[config.mk]
export PLATFORM = sky130hd
export DESIGN_NAME = irq_ctrl
export DESIGN_NICKNAME = d
export VERILOG_FILES = /design/src/rtl/irq_ctrl.sv
export SDC_FILE = /design/constraint.sdc
export NUM_CORES = 1
export LEC_CHECK = 0
export ABC_AREA = 1
export CAP_MARGIN = 20
export CORE_ASPECT_RATIO = 0.6
export CORE_UTILIZATION = 38
export CTS_BUF_LIST = sky130_fd_sc_hd__clkbuf_8
export DETAILED_ROUTE_END_ITERATION = 6
export PLACE_DENSITY_LB_ADDON = 0.08
export SYNTH_ARGS = -nofsm -noshare
export SYNTH_HDL_FRONTEND = slang
export SYNTH_SLANG_ARGS = --single-unit
export TNS_END_PERCENT = 50
[constraint.sdc]
create_clock -name clk -period 2.7 [get_ports clk]
set_input_delay 0.54 -clock clk [delete_from_list [all_inputs] [get_ports clk]]
set_output_delay 0.54 -clock clk [all_outputs]
set_load 0.005 [all_outputs]
[src/rtl/irq_ctrl.sv]
// irq_ctrl: edge-detecting masked interrupt collector with claim/complete handshake and lost-edge counter
module irq_ctrl #(
  parameter int NUM_IRQ = 4,
  parameter int OVF_WIDTH = 4
) (
  input  logic                       clk,
  input  logic                       reset,
  input  logic [NUM_IRQ-1:0]         irq_in,
  input  logic                       mask_we,
  input  logic [NUM_IRQ-1:0]         mask_wdata,
  input  logic                       claim,
  input  logic                       complete,
  output logic                       irq_out,
  output logic                       claim_valid,
  output logic [$clog2(NUM_IRQ)-1:0] claim_id,
  output logic [OVF_WIDTH-1:0]       overflow_count
);
  localparam int IW = $clog2(NUM_IRQ);
  typedef enum logic {IDLE, SERVICING} state_t;
  state_t state, state_n;
  logic [NUM_IRQ-1:0] prev, pending, mask, rise, eligible, clr, lost;
  logic [IW-1:0] sel;
  logic take;
  assign rise = irq_in & ~prev;
  assign eligible = pending & mask;
  assign take = state == IDLE && claim && |eligible;
  assign clr = take ? NUM_IRQ'(1) << sel : '0;
  assign lost = rise & pending & ~clr;
  assign irq_out = state == IDLE && |eligible;
  assign claim_valid = state == SERVICING;
  always_comb begin
    sel = '0;
    for (int i = NUM_IRQ - 1; i >= 0; i--) sel = eligible[i] ? IW'(i) : sel;
  end
  always_comb state_n = take ? SERVICING : (state == SERVICING && complete) ? IDLE : state;
  always_ff @(posedge clk) begin
    if (reset) begin
      state <= IDLE;
      prev <= '0;
      pending <= '0;
      mask <= '1;
      claim_id <= '0;
      overflow_count <= '0;
    end else begin
      state <= state_n;
      prev <= irq_in;
      pending <= (pending & ~clr) | rise;
      if (mask_we) mask <= mask_wdata;
      if (take) claim_id <= sel;
      if (|lost && !(&overflow_count)) overflow_count <= overflow_count + OVF_WIDTH'(1);
    end
  end
endmodule

# [Yosys cells after proc, flatten, opt, wreduce, memory -nomap -nowiden]
# Cells that the tools add are included.
[totals] word_cells=34 register_bits=19 out_inout_bits=8
[classes] bitwise_logic=9 reduce_logical=10 addsub=1 muxes=7 shift=1
[op_table] op="bitwise AND 4 bit" count=5
[op_table] op="two-way mux 2 bit" count=4
[op_table] op="NOT 4 bit" count=2
[op_table] op="OR reduction 4 bit" count=2
[op_table] op="logical AND 1 bit" count=5
[op_table] op="adder 4 x 1 -> 4 bit (second input constant)" count=1
[op_table] op="two-way mux 4 bit" count=1
[op_table] op="OR 4 bit" count=1
[op_table] op="AND reduction 4 bit" count=1
[op_table] op="<< shifter 1 x 2 -> 4 bit (first input constant)" count=1
[op_table] op="two-way mux 1 bit" count=2
[op_table] op="nonzero test 2 bit" count=1
[op_table] op="zero test 1 bit" count=1
[op_table] op="NOT 1 bit" count=1

# [Longest topological paths before layout]
[logic_depth] depth_word=11 depth_mapped=11 depth_no_buf=11

# [Worst setup path after synthesis]
# Ideal clock, no wire load.
[synth_timing] path_kind="input to register" start="in irq_in[2]" end="reg overflow_count[2]" n_path_buf=0 stages=8 arrival_time_ns=1.269 slack_ns=1.300 setup_time_ns=0.131 path_cell_list="inv_1 or2_1 nor2_1 a21oi_4 nand3_4 nand2_4 nand2_1 a21oi_2"
[synth_between] elab_chain_len=5
[synth_rtl] element="from (decl)" line="8" rtl="input logic [NUM_IRQ-1:0] irq_in,"
[synth_rtl] element="bitwise AND 4 bit" line="24" rtl="assign rise = irq_in & ~prev;"
[synth_rtl] element="bitwise AND 4 bit (2 in a row)" line="28" rtl="assign lost = rise & pending & ~clr;"
[synth_rtl] element="OR reduction 4 bit" line="50" rtl="if (|lost && !(&overflow_count)) overflow_count <= overflow_count + OVF_WIDTH'(1);"
[synth_rtl] element="logical AND 1 bit" line="50"
[synth_rtl] element="to (signal assigned)" line="50"
[synth_rtl] element="to (decl)" line="16" rtl="output logic [OVF_WIDTH-1:0] overflow_count"
# No other way between the ends.
# A chain may end at the register's enable or synchronous reset.

# [Worst setup path in the final report]
[layout_timing] start="reg pending[2]" end="out irq_out"
[layout_between] elab_chain_len=3
[layout_rtl] element="from (decl)" line="21" rtl="logic [NUM_IRQ-1:0] prev, pending, mask, rise, eligible, clr, lost;"
[layout_rtl] element="from (signal assigned)" line="47" rtl="pending <= (pending & ~clr) | rise;"
[layout_rtl] element="bitwise AND 4 bit" line="25" rtl="assign eligible = pending & mask;"
[layout_rtl] element="OR reduction 4 bit" line="29" rtl="assign irq_out = state == IDLE && |eligible;"
[layout_rtl] element="logical AND 1 bit" line="29"
[layout_rtl] element="to (decl)" line="13" rtl="output logic irq_out,"
# No other way between the ends.

==> results.md <==
- Summing all flip-flop and latch instances after layout gives 380 sq um.
- The clock skew is 0.000928 ns.
- The TritonCTS clock tree is done.
- The number of maximum-capacitance violations is 0.
- The overall routing resource usage is 16.3%.
- For this run, the post-layout net count is 158.
- The critical path launch point type is a register.
- At the pin with the least slew margin, the transition time is 0.235 ns.
- In this run the static leakage power is 0.552 nW.
- The cell internal power dissipation is 0.472 mW.
- The total via count in the routed design is 770.
- TritonCTS created 3 clock buffers.
- Yosys mapped the design onto 23 distinct sky130hd cell types.
- The post-DP HPWL is 1410 microns.
- After routing, the total negative slack on setup checks comes to 0 ns.
- Clock-pin slew was measured on the worst setup and hold paths at 0.07 ns.
- The number of buffers inserted to repair setup after CTS is 0.
- The most numerous cell type found on the critical path is sky130_fd_sc_hd__nand2_2.
- Entering global routing, the biggest net connects 15 pins.
- In this design, the stage delay of the slowest critical-path cell is 0.50 ns.
- The total routed wirelength is 1820 microns.
- In this run the most critical hold path is launched from mask[1]$_SDFFE_PP1P_.
- The setup-violating endpoint count in the final report is 0.
- The worst register-to-register path ends at overflow_count[0]$_SDFFE_PP0P_.
- The worst setup path is captured at a primary output.
- Measured against its own limit, the worst slew margin works out to 84.3%.
- Data arrives at the worst endpoint at 1.47 ns.
- Setup repair after global routing left no endpoint under its margin.
- Synthesis produced a netlist whose cell count is 119.
- The number of vias per cell is 4.45.
- In this run, synthesis produced a sequential element count of 19.
- The number of buffers inserted by port buffering is 20.
- The post-layout worst setup margin is 0.693 ns.
- The total power per unit cell area is 541 mW/mm^2.
- The floorplan step defined a die boundary enclosing 0.00261 sq mm.
- The CTS sink count is 19.
- The residual overflow from global routing is 0.
- The area growth from synthesis to layout is 31.5%.
- The repair_antennas step left the layout with diodes totalling 0.
- The switching part of the total power is 27.2%.
- The average instance area after synthesis is 7.66 sq um.
- The total placed instance area is 0.00115 sq mm.
- The sequential cell fraction of total power is 48.8%.
- The number of endpoints with negative hold slack in the final report is 0.
- The required time of the worst setup path is 2.16 ns.
- The floorplan row count is 13.
- The synthesized netlist net count is 133.
- The maximum net fanout on the critical path is 4.
- For this run, the register share of the synthesized area comes to 41.7%.
- 21 I/O pins were placed.
- The first-pass GRT wire length is 2990 microns.
- The starting utilization of the core area is 41.2%.
- The number of cells upsized or downsized after cts is 0.
- The area inside the core boundary is 0.00221 sq mm.
- The flow ran to the end, and the final reports show no timing, DRC or antenna violations.
- The final-layout fill cell count is 215.
- Per report_power, the combinational group accounts for 21.6% of the total.
- Counting I/O delays and the setup requirement, the final critical path takes 2.01 ns.
- The minimum setup slack after placement is 0.689 ns.
- IR analysis of the VDD net gives a maximum drop of 0.245 mV.
- The final period utilization is 74.3%.
- Counting along the longest clock path gives a buffer depth of 2.
- The final design instance area without fill is 0.00120 sq mm.
- After detailed routing, the number of remaining DRC violations is 0.
- The H-tree depth is 1.
- The first-iteration detailed-routing DRC count is 40.
- The class of the most critical hold timing path is register to register.
- The signal on the critical path passes through nand2_2 > nand2_2 > nor2_4 > nor2_1 > clkdlybuf4s50_1.
- The switching component of the power is 0.176 mW.
- At the end of routability-driven placement, the weighted congestion stood at 0.785.
- By startpoint and endpoint, the worst setup path is classified as register to primary output.
- Static timing analysis puts the maximum clock frequency at 498 MHz.
- Dividing the detail-routed wire length by the instance count gives 10.5 microns.
- The number of antenna violations at the first check in global routing is 0.
- The family of cells with the greatest summed delay on the critical path is buffers and inverters.
- The hold buffer count at CTS is 0.
- For the worst flop-to-flop path, the logic depth is 10.
- The register-to-register setup slack is 1.34 ns.
- The destination of the worst hold path is mask[1]$_SDFFE_PP1P_.
- In this run the clock root is driven by a sky130_fd_sc_hd__clkbuf_8.
- The largest individual stage delay along the critical path comes from the cell sky130_fd_sc_hd__clkdlybuf4s50_1.
- The die is 65.3 microns wide.
- The number of synthesis warnings is 0.
- The height of the die is 40.0 microns.
- The number of routed nets with antenna violations is 0.
- The via count of the first global-routing pass was 657.
- The clock network is responsible for 29.6% of the overall power.
- The detailed-routing iteration count for the pre-antenna-repair pass is 4.
- The clock latency at the later pin of the worst-skew pair is 0.25 ns.
- Counting both buffers and inverters, the worst setup path holds a total of 1.
- Summing all multi-input logic gate instances after layout gives 460 sq um.
- The number of pins exceeding their max-slew limit in the final report came to 0.
- The ratio of cells with drive above 1 in the final layout is 15.4%.
- Final hold analysis gives a worst-case slack of 0.481 ns.
- The reg-to-reg critical path startpoint is pending[2]$_SDFF_PP0_.
- The hold-critical path depth is 2.
- The mapped netlist covers 912 sq um.
through the flow:
stage,cells,total power [mW],utilization [%]
after detailed placement,169,0.463,52.1
after global placement,169,0.462,52.1
after CTS,173,0.659,54.2
final,173,0.649,54.2
after floorplan,119,0.405,-
after global routing,173,0.687,54.2
flip-flops by register name, indices dropped and copies added (netlist names):
signal	cells
mask	4
overflow_count	4
pending	4
claim_valid	1
prev	4
claim_id	2
power by group through the flow:
stage / sequential, mW / combinational [mW] / clock [mW]
floorplan: 0.320 / 0.0845 / 0
global placement: 0.323 / 0.139 / 0
detailed placement: 0.323 / 0.140 / 0
CTS: 0.317 / 0.141 / 0.201
global route: 0.319 / 0.158 / 0.211
finish: 0.317 / 0.140 / 0.192
cell type report:
class	count	share of cell area, %
Inverter	18	5.63
Timing Repair Buffer	21	17.3
Multi-Input combinational cell	81	38.4
Sequential cell	19	31.7
Clock inverter	1	0.417
Clock buffer	3	3.44
Tap cell	30	3.13
worst max-delay path by stage:
| stage | slack (ns) | start | endpoint | depth (start not counted) |
|---|---|---|---|---|
| 2_1_floorplan | 1.30 | irq_in[2] | overflow_count[2]$_SDFFE_PP0P_ | 8 |
| 3_3_place_gp | 0.73 | claim | overflow_count[0]$_SDFFE_PP0P_ | 9 |
| 3_5_place_dp | 0.69 | claim | overflow_count[0]$_SDFFE_PP0P_ | 9 |
| 4_1_cts | 0.70 | pending[2]$_SDFF_PP0_ | irq_out | 5 |
| 5_1_grt | 0.59 | pending[2]$_SDFF_PP0_ | irq_out | 5 |
| 6_report | 0.69 | pending[2]$_SDFF_PP0_ | irq_out | 5 |
tightest hold or removal path, cell delays in order (launching register included):
cell and delay [ns]:
sky130_fd_sc_hd__dfxtp_1 0.34, sky130_fd_sc_hd__nand2_1 0.06, sky130_fd_sc_hd__nand3_1 0.05
placed cells by master, fill, tap and decap left out:
cell                              count
sky130_fd_sc_hd__nand2_4              2
sky130_fd_sc_hd__dfxtp_1             19
sky130_fd_sc_hd__buf_4                1
sky130_fd_sc_hd__a21oi_2              1
sky130_fd_sc_hd__clkdlybuf4s50_1     20
sky130_fd_sc_hd__nand3_4              1
sky130_fd_sc_hd__nor2_4               1
sky130_fd_sc_hd__or2_1                2
sky130_fd_sc_hd__a21oi_4              1
sky130_fd_sc_hd__nor2_8               1
sky130_fd_sc_hd__xnor2_1              1
sky130_fd_sc_hd__nand2_1             24
sky130_fd_sc_hd__o21ai_0              2
sky130_fd_sc_hd__nand3_1              8
sky130_fd_sc_hd__clkinv_2             1
sky130_fd_sc_hd__nand3_2              2
sky130_fd_sc_hd__nand4_1              2
sky130_fd_sc_hd__nor2_1              15
sky130_fd_sc_hd__inv_2                1
sky130_fd_sc_hd__clkbuf_8             3
sky130_fd_sc_hd__nand2_2              6
sky130_fd_sc_hd__inv_1               17
sky130_fd_sc_hd__a21oi_1              9
sky130_fd_sc_hd__ha_1                 1
sky130_fd_sc_hd__or2_0                1
sky130_fd_sc_hd__nand4_2              1
cells by family after synthesis:
family | synth area share, %
simple gates | 39.4
flops | 41.7
xor+xnor | 0.960
compound gates | 8.78
fa+ha+maj | 1.37
buf+inv | 7.82
Yosys cell counts:
cell type | number | area, sq um
sky130_fd_sc_hd__nor2_1 | 15 | 56.3
sky130_fd_sc_hd__a21oi_4 | 1 | 16.3
sky130_fd_sc_hd__or2_0 | 1 | 6.26
sky130_fd_sc_hd__nand2_2 | 6 | 37.5
sky130_fd_sc_hd__dfxtp_1 | 19 | 380
sky130_fd_sc_hd__inv_1 | 17 | 63.8
sky130_fd_sc_hd__xnor2_1 | 1 | 8.76
sky130_fd_sc_hd__or2_1 | 2 | 12.5
sky130_fd_sc_hd__nand2_1 | 24 | 90.1
sky130_fd_sc_hd__a21oi_2 | 1 | 8.76
sky130_fd_sc_hd__nand4_1 | 2 | 12.5
sky130_fd_sc_hd__nand3_1 | 8 | 40.0
sky130_fd_sc_hd__nor2_4 | 1 | 11.3
sky130_fd_sc_hd__ha_1 | 1 | 12.5
sky130_fd_sc_hd__nand2_4 | 2 | 22.5
sky130_fd_sc_hd__nand4_2 | 1 | 12.5
sky130_fd_sc_hd__clkbuf_1 | 1 | 3.75
sky130_fd_sc_hd__a21oi_1 | 9 | 45.0
sky130_fd_sc_hd__nor2_8 | 1 | 20.0
sky130_fd_sc_hd__nand3_4 | 1 | 17.5
sky130_fd_sc_hd__nand3_2 | 2 | 20.0
sky130_fd_sc_hd__inv_2 | 1 | 3.75
sky130_fd_sc_hd__o21ai_0 | 2 | 10.0
metal layers:
metal	global-route usage (%)	part of all wire, %	vias up
met3	5.11	4.8	2
met2	25.0	38	14
met4	4.89	0.66	0
met1	22.3	57	333
li1	-	-	421
met5	0	0	-
Note: power is estimated with default switching activity, not from simulation.
